[config.mk]
export PLATFORM = sky130hd
export DESIGN_NAME = axis_s
export DESIGN_NICKNAME = d
export VERILOG_FILES = /design/src/rtl/axis_s.sv
export SDC_FILE = /design/constraint.sdc
export NUM_CORES = 1
export LEC_CHECK = 0
export CAP_MARGIN = 25
export CORE_MARGIN = 4
export CORE_UTILIZATION = 59
export DETAILED_ROUTE_END_ITERATION = 10
export GPL_ROUTABILITY_DRIVEN = 1
export GPL_TIMING_DRIVEN = 0
export HOLD_SLACK_MARGIN = 0.15
export PLACE_DENSITY = 0.84
export SYNTH_ARGS = -nofsm -noshare
export SYNTH_HDL_FRONTEND = slang
export SYNTH_SLANG_ARGS = --single-unit
[constraint.sdc]
create_clock -name s_axis_aclk -period 6.2 [get_ports s_axis_aclk]
set_input_delay 0.62 -clock s_axis_aclk [delete_from_list [all_inputs] [get_ports s_axis_aclk]]
set_output_delay 0.62 -clock s_axis_aclk [all_outputs]
set_load 0.02 [all_outputs]
[src/rtl/axis_s.sv]
// AXI4-Stream slave with a show-ahead receive FIFO and packet-length tracking.
// Optional completed-packet counter port pkt_cnt is enabled by defining AXIS_S_PKT_CNT_EN.
`timescale 1ns/1ps
module axis_s #(
    parameter int DEPTH = 4
) (
    input  logic       s_axis_aclk,
    input  logic       s_axis_areset,
    input  logic [7:0] s_axis_tdata,
    input  logic       s_axis_tvalid,
    input  logic       s_axis_tlast,
    output logic       s_axis_tready,
    input  logic       rd_en,
    output logic [7:0] dout,
    output logic       dout_last,
    output logic       dout_valid,
    output logic       pkt_done,
    output logic [7:0] pkt_len
`ifdef AXIS_S_PKT_CNT_EN
    ,
    output logic [15:0] pkt_cnt
`endif
);

    localparam int AW = (DEPTH > 1) ? $clog2(DEPTH) : 1;
    localparam int CW = AW + 1;
    localparam logic [CW-1:0] FULL_CNT = CW'(DEPTH);

    typedef enum logic {
        IDLE,
        IN_PKT
    } state_t;

    logic [8:0]    mem [DEPTH];
    logic [AW-1:0] wr_ptr;
    logic [AW-1:0] rd_ptr;
    logic [CW-1:0] count;
    logic          full;
    logic          empty;
    logic          accept;
    logic          pop;
    state_t        state;
    logic [7:0]    beat_cnt;
    logic [7:0]    beat_next;

    assign full          = (count == FULL_CNT);
    assign empty         = (count == '0);
    assign s_axis_tready = !full && !s_axis_areset;
    assign accept        = s_axis_tvalid && s_axis_tready;
    assign pop           = rd_en && !empty;

    // Head is gated while empty so stale storage never shows on dout.
    assign dout_valid = !empty;
    assign dout       = empty ? '0 : mem[rd_ptr][7:0];
    assign dout_last  = !empty && mem[rd_ptr][8];

    always_ff @(posedge s_axis_aclk) begin
        if (accept) begin
            mem[wr_ptr] <= {s_axis_tlast, s_axis_tdata};
        end
    end

    always_ff @(posedge s_axis_aclk or posedge s_axis_areset) begin
        if (s_axis_areset) begin
            wr_ptr <= '0;
            rd_ptr <= '0;
            count  <= '0;
        end else begin
            if (accept) begin
                wr_ptr <= wr_ptr + AW'(1);
            end
            if (pop) begin
                rd_ptr <= rd_ptr + AW'(1);
            end
            case ({accept, pop})
                2'b10:   count <= count + CW'(1);
                2'b01:   count <= count - CW'(1);
                default: count <= count;
            endcase
        end
    end

    assign beat_next = (beat_cnt == 8'hFF) ? 8'hFF : beat_cnt + 8'd1;

    always_ff @(posedge s_axis_aclk or posedge s_axis_areset) begin
        if (s_axis_areset) begin
            state    <= IDLE;
            beat_cnt <= '0;
            pkt_done <= 1'b0;
            pkt_len  <= '0;
`ifdef AXIS_S_PKT_CNT_EN
            pkt_cnt  <= '0;
`endif
        end else begin
            pkt_done <= 1'b0;
            if (accept) begin
                if (s_axis_tlast) begin
                    pkt_len  <= beat_next;
                    beat_cnt <= '0;
                    pkt_done <= 1'b1;
`ifdef AXIS_S_PKT_CNT_EN
                    pkt_cnt  <= pkt_cnt + 16'd1;
`endif
                end else begin
                    beat_cnt <= beat_next;
                end
                case (state)
                    IDLE:    state <= s_axis_tlast ? IDLE : IN_PKT;
                    IN_PKT:  state <= s_axis_tlast ? IDLE : IN_PKT;
                    default: state <= IDLE;
                endcase
            end
        end
    end

endmodule

Word level (Yosys, flattened, before mapping)

Memories as Yosys holds them, arrays and structs flattened.
Index checks and enable logic that the tools add are counted.

Flip-flop bits (word level): 24
Bits in writable memories: 36
Input bits: 13
Output and inout port bits: 20
Logic and storage cells: 34
Memories kept: 1

Memories:

| memory | words | bits a word | read ports | clocked after Yosys merged registers in | write ports | RTL line | RTL |
|---|---|---|---|---|---|---|---|
| mem    | 4     | 9           | 1          | 0                                       | 1           | 34       | `logic [8:0] mem [DEPTH];` |

Add/sub/neg operators: 5
Eq/ne operators: 4
Muxes and demuxes: 8
Reduce and logical (&&, ||, !) cells: 10

Operators with widths:

| cell                                                 | count |
|---|---|
| two-way mux 8 bit                                    | 3 |
| adder 8 x 1 -> 8 bit (second input constant)         | 1 |
| equality test 8 bit (second input constant)          | 1 |
| one-hot mux 3 bit (2 select lines)                   | 1 |
| adder 2 x 1 -> 2 bit (second input constant)         | 2 |
| logical AND 1 bit                                    | 4 |
| two-way mux 1 bit                                    | 4 |
| adder 3 x 1 -> 3 bit (second input constant)         | 1 |
| equality test 3 bit (second input constant)          | 1 |
| logical NOT 1 bit                                    | 3 |
| logical NOT 3 bit                                    | 1 |
| subtractor 3 x 1 -> 3 bit (second input constant)    | 1 |
| equality test 2 x 1 -> 1 bit (second input constant) | 1 |
| equality test 2 bit (second input constant)          | 1 |
| AND reduction 2 bit                                  | 1 |
| nonzero test 2 bit                                   | 1 |

Depth between registers and ports, before layout

Gate-level depths: netlist of the first run.

Word-level depth: 6
Depth in mapped cells: 11
Depth with buffers taken out: 9

Worst setup path after synthesis of the first run

No wires, ideal clock.

Kind: input port to flip-flop
Start point: input s_axis_areset
End point: register count[2]
Library setup time: 0.079 ns
Arrival: 2.221 ns
Required time: 6.121 ns
Setup slack: 3.900 ns
Stages: 11
Path buffers: 2
Cell sequence: and2b_1 > and2_4 > buf_6 > clkinv_8 > buf_12 > ha_1 > inv_1 > fa_1 > xor2_1 > nor2_1 > xor2_1

Longest elaborated chain between the ends: 5
Elaborated cells on any way between the ends: 7

Ends and longest elaborated chain:

| what                                                                            | RTL line | RTL |
|---|---|---|
| start: declaration                                                              | 8        | `input logic s_axis_areset,` |
| logical NOT 1 bit (no line) (*)                                                 | --       |  |
| logical AND 1 bit (*)                                                           | 48       | `assign s_axis_tready = !full && !s_axis_areset;` |
| logical AND 1 bit (*)                                                           | 49       | `assign accept = s_axis_tvalid && s_axis_tready;` |
| equality test 2 x 1 -> 1 bit / equality test 2 bit (equally long branches)      | 75       | `case ({accept, pop})` |
| one-hot mux 3 bit (2 select lines) / nonzero test 2 bit (equally long branches) | --       |  |
| end signal: assignment                                                          | 76       | `2'b10: count <= count + CW'(1);` |
| end signal: assignment                                                          | 77       | `2'b01: count <= count - CW'(1);` |
| end signal: assignment                                                          | 78       | `default: count <= count;` |
| end: declaration                                                                | 37       | `logic [CW-1:0] count;` |

Every way passes the cells marked *; elsewhere a longest branch is shown, timed or not.
A chain may end at the register's enable or synchronous reset.

Final worst setup path of the first run

Start point: input s_axis_areset
End point: output s_axis_tready

Longest elaborated chain between the ends: 2

Ends and longest elaborated chain:

| what                        | RTL line | RTL |
|---|---|---|
| logical NOT 1 bit (no line) | --       |  |
| logical AND 1 bit           | 48       |  |
| end: declaration            | 12       | `output logic s_axis_tready,` |

Every way passes these cells.

==> results.tsv, run 1 <==
metric	value	unit
status	complete, no violations	
post-route setup slack	3030	ps
sequential share of the synthesized area	0.630	
Post-synth EDFFs	36	
Yosys reg bits	60	
antenna viol nets, final	0	
Pint	960	uW
final count of hold timing violations	0	
Comb power frac	0.383	
post-route design area	3250	sq um
synth-to-layout area growth	21.6	%
Final setup viols	0	
critical path class	input pin to primary output	
Detailed Route WL	4910	um
Root Buffer	clkbuf_8	
VDD IR max	0.000205	V
worst skew pair latency	340	ps
relative slew slack	0.379	
DR iter-0 viols	127	
drc violations	0	
CTS H-Tree Depth	3	
Synth warnings	0	
Initial Utilization	0.614	
mapped cell area	2670	sq um
number of CTS-inserted buffers	9	
Port-buffer cells	32	
top_reg_cell synth	edfxtp_1	
asr flop ratio synth	0.400	
Place WS	2980	ps
WL/cell	17.5	um
Final Core Density	0.746	
Sink Count	60	
min Tclk post-route	3170	ps
Slew @ Worst Pin	930	ps
placed instance area	3060	sq um
Gate Count Post-Synth	181	
CTS Buffer Depth	2	
antenna diode count	0	
core box area	4350	sq um
vias in the first global route	1639	
Worst-path clk slew	60	ps
Mapped Avg Cell Area	14.8	sq um
hpwl dp	3400	um
Leak	0.00127	uW
setup_tns	0	ps
Cells after DPL	265	
Pre-Repair DR Iteration Count	5	
FP Rows	24	
initial antenna violation count	0	
pin count of the biggest net entering global routing	26	
final slew viol count	0	
Setup Buffers After CTS	0	
Clock Power Share	0.235	
crit end category	primary output	
clk_skew	9.11	ps
Total Nets Final	244	
CP Max Fanout	25	
Total GRT Usage	0.196	
Worst EP arrival	2550	ps
Die Y	75.3	um
fill count	278	
RSZ-0062 raised after global routing	false	
num ports	33	
CP required	5580	ps
vias	1613	
distinct cell type count after synthesis	42	
Die Area	5670	sq um
CP Launch Type	input pin	
Hold Crit Class	flop to flop	
CTS tree	done	
Hold-fix buffers, CTS	0	
fraction of layout cells with a size suffix above 1	0.170	
post-CTS sizing	0	
Chip Width	75.3	um
gpl congestion	0.813	
power per cell area	441	nW/um^2
sw frac	0.329	
final instance count without filler cells	281	
FMAX	0.316	GHz
number of max-cap violations	0	
Switch Pwr	471	uW
Reg power frac	0.381	
first-pass GRT wire length	7810	um
global route overflow	0	
Syn Nets	201	
fin crit share	0.511	
via/cell ratio	5.74	
[cell type report]
class,instances,area (sq um),area share
multi-input cells,102,871,0.268
plain buffers,10,72.6,0.0223
inverters,9,46.3,0.0143
clock buffers,9,124,0.0381
repair buffers,32,320,0.0986
flip-flops and latches,60,1680,0.518
clock inverters,7,67.6,0.0208
well taps,52,65.1,0.0200
[cells in the final DEF, fill, tap and decap left out, types with 3 or more instances in the layout]
cell and n:
ha_1 6, clkbuf_1 4, and3_1 5, clkbuf_8 9, xor2_1 4, edfxtp_1 36
mux4_2 9, and2_1 11, o22a_1 3, a31oi_1 11, buf_2 3, xnor2_1 6
nor2_1 9, clkdlybuf4s50_1 32, inv_1 7, nand3_1 3, nand2_1 7, dfrtp_1 24
[power groups by stage]
stage	Sequential (uW)	Combinational [uW]	Clock (uW)
after CTS	546	557	339
final	546	549	337
after global routing	555	591	362
after global placement	547	529	0
after floorplan	563	333	0
after detailed placement	554	550	0
[worst max-delay path: stages]
cell             delay, ps
clkdlybuf4s50_1        410
inv_1                  680
and2_1                 240
clkdlybuf4s50_1        610
[logic make-up after synthesis]
family / count (synthesis) / share of synthesized area
AND/OR/NAND/NOR: 47 / 0.0993
flip-flops: 60 / 0.630
XOR/XNOR: 10 / 0.0328
multiplexers: 14 / 0.0974
adder cells (fa/ha/maj): 7 / 0.0356
AO/OA/AOI/OAI: 24 / 0.0609
buffers and inverters: 19 / 0.0445
[per-layer routing]
metal  vias to the layer above  track usage  wire length (um)
li1                        750            -                 -
met1                       779        0.232              2020
met2                        71        0.336              2500
met3                        13       0.0454               291
met4                         0       0.0951                97
met5                         -            0                 0
[synthesized netlist by cell type, types with 3 or more instances]
| master | count | share of area |
|---|---|---|
| dfrtp_1 | 24 | 0.22 |
| nor2_1 | 9 | 0.013 |
| inv_1 | 7 | 0.0098 |
| buf_2 | 3 | 0.0056 |
| a31oi_1 | 11 | 0.026 |
| xnor2_1 | 6 | 0.020 |
| nand3_1 | 3 | 0.0056 |
| and2_1 | 11 | 0.026 |
| mux4_2 | 9 | 0.076 |
| ha_1 | 6 | 0.028 |
| clkbuf_1 | 4 | 0.0056 |
| xor2_1 | 4 | 0.013 |
| edfxtp_1 | 36 | 0.40 |
| nand2_1 | 7 | 0.0098 |
| and3_1 | 5 | 0.012 |
| o22a_1 | 3 | 0.0098 |
[flip-flops by register name (all words and copies together), names as in the netlist]
signal	flops
beat_cnt	8
rd_ptr	2
pkt_done	1
wr_ptr	2
pkt_len	8
count	3
mem	36
[path summary, 6_finish.rpt]
path / from / end / slack, ps / cells past startpoint
worst max-delay path: s_axis_areset / s_axis_tready / 3030 / 4
worst min-delay path: count[2] / count[2] / 490 / 1
worst max register to register: count[0] / count[2] / 3760 / 11
worst min register to register: count[2] / count[2] / 490 / 1
max in group asynchronous: s_axis_areset / count[1] / 4820 / 2
min in group asynchronous: s_axis_areset / pkt_len[7] / 800 / 2
[stage by stage]
stage               hold WS (ps)  total power [uW]
floorplan                    449               897
global placement             469              1080
detailed placement           481              1100
CTS                          491              1440
global route                 536              1510
finish                       491              1430
Power figures use the tool's default switching activity.
==> run 2, diff against run 1 <==
- CORE_UTILIZATION: 59 -> 55
- PLACE_DENSITY: 0.84 -> 0.79
- clock period: 6.2 -> 3.3 ns (I/O delays scaled with it)
==> results.tsv, run 2 (synthesis results as in run 1) <==
metric	value	unit	change
status	complete, no violations		
setup_tns	0	ps	unchanged
initial antenna violation count	0		unchanged
Initial Utilization	0.566		-0.0479
critical-path cell list	buf_2 -> mux4_2 -> and2_1 -> clkdlybuf4s50_1		
Top Registers	mem x36, beat_cnt x8, pkt_len x8		
Hold-fix buffers, CTS	0		unchanged
GR Layer Usage met3	0.0626		+0.0173
Port-buffer cells	32		unchanged
CTS Buffer Depth	2		unchanged
Most Used Layer, Global Route	met2		
CP peak stage delay	550	ps	-130 ps
CTS H-Tree Depth	3		unchanged
most frequent cells in the layout	36 x edfxtp_1, 32 x clkdlybuf4s50_1, 24 x dfrtp_1		
post-CTS sizing	0		unchanged
Sequential cell area	1680	sq um	unchanged
Final setup viols	0		unchanged
via/cell ratio	5.41		-5.8%
FMAX	0.383	GHz	
VDD IR max	0.000609	V	+200%
Total Nets Final	244		unchanged
first-pass GRT wire length	8010	um	+2.6%
Cells after DPL	280		+5.7%
pin count of the biggest net entering global routing	26		unchanged
met2 GRT Util	0.272		-0.0633
largest register by flop count	mem		
vias	1600		-0.81%
Worst EP arrival	2280	ps	-270 ps
synth-to-layout area growth	22.9	%	
Worst-path clk slew	60	ps	about the same
CP required	2970	ps	-2610 ps
fill count	314		+13%
slowest CP cell	mux4_2		
crit end category	primary output		
gpl congestion	0.859		+5.7%
CTS tree	done		
Leak	0.00129	uW	+1.2%
fin crit share	0.792		
Setup Buffers After CTS	0		unchanged
num ports	33		unchanged
antenna diode count	0		unchanged
Total GRT Usage	0.177		-0.0186
Die Y	77.7	um	+3.2%
CP Launch Type	flop		
worst skew pair latency	330	ps	about the same
final instance count without filler cells	296		+5.3%
power per cell area	830	nW/um^2	+88%
number of max-cap violations	0		unchanged
fraction of layout cells with a size suffix above 1	0.166		-0.00437
final slew viol count	0		unchanged
GR Layer Usage met1	0.230		-0.00266
Pre-Repair DR Iteration Count	4		-1
Slew @ Worst Pin	931	ps	+0.922 ps
Hold Crit Class	flop to flop		
hpwl dp	3230	um	-4.9%
Multi-input gate area	871	sq um	unchanged
Sink Count	60		unchanged
global route overflow	0		unchanged
antenna viol nets, final	0		unchanged
Root Buffer	clkbuf_8		
core box area	4720	sq um	+8.5%
RSZ-0062 raised after global routing	false		
final count of hold timing violations	0		unchanged
Detailed Route WL	4730	um	-3.6%
clk_skew	6.24	ps	-2.87 ps
min Tclk post-route	2610	ps	
relative slew slack	0.379		-0.000615
max reg flops	36		unchanged
critical path class	flop to primary output		
WL/cell	16.0	um	-8.5%
post-route design area	3280	sq um	+1.0%
DR iter-0 viols	122		-3.9%
vias in the first global route	1679		+2.4%
Chip Width	77.7	um	+3.2%
number of CTS-inserted buffers	9		unchanged
FP Rows	25		+4.2%
CP Max Fanout	10		-60%
placed instance area	3080	sq um	+0.61%
drc violations	0		unchanged
Die Area	6040	sq um	+6.5%
leading cell type in the layout, fill and taps excluded	edfxtp_1		
[run 2: cell type report]
cell class,count,share of cell area
Multi-Input combinational cell,102,0.265
Timing Repair Buffer,32,0.0976
Sequential cell,60,0.512
Tap cell,67,0.0255
Buffer,10,0.0221
Inverter,9,0.0141
Clock buffer,10,0.0389
Clock inverter,6,0.0240
[run 2: metrics by stage]
step,power (uW),hold slack [ps],setup WS [ps],utilization
finish,2720,499,686,0.695
detailed placement,2070,485,644,0.651
floorplan,1680,350,1050,-
global placement,2020,467,704,0.651
CTS,2760,505,633,0.695
global route,2890,536,519,0.695
[run 2: report_power, final]
part	switching [uW]	total (uW)	internal (uW)
clock	266	685	418
sequential	82.7	1030	943
combinational	499	1010	515
total	848	2720	1880
[run 2: path summary, 6_finish.rpt]
| kind | startpoint | end | slack, ps | depth (start not counted) |
|---|---|---|---|---|
| max | rd_ptr[0] | dout_last | 690 | 4 |
| max reg2reg | count[1] | count[2] | 850 | 11 |
| min reg2reg | count[2] | count[2] | 500 | 1 |
| min | count[2] | count[2] | 500 | 1 |
| min in group asynchronous | s_axis_areset | wr_ptr[0] | 540 | 2 |
| max in group asynchronous | s_axis_areset | beat_cnt[0] | 2190 | 2 |
[run 2: metal layers]
layer | part of all wire | wire length [um]
met5 | 0 | 0
met2 | 0.48 | 2290
met3 | 0.064 | 302
met4 | 0.018 | 85
met1 | 0.43 | 2050
[run 2: critical path, delay by kind of cell (launching register included)]
| family | cells | cell delay [ps] |
|---|---|---|
| flip-flops | 1 | 370 |
| AND/OR/NAND/NOR | 1 | 170 |
| buffers and inverters | 2 | 860 |
| multiplexers | 1 | 550 |
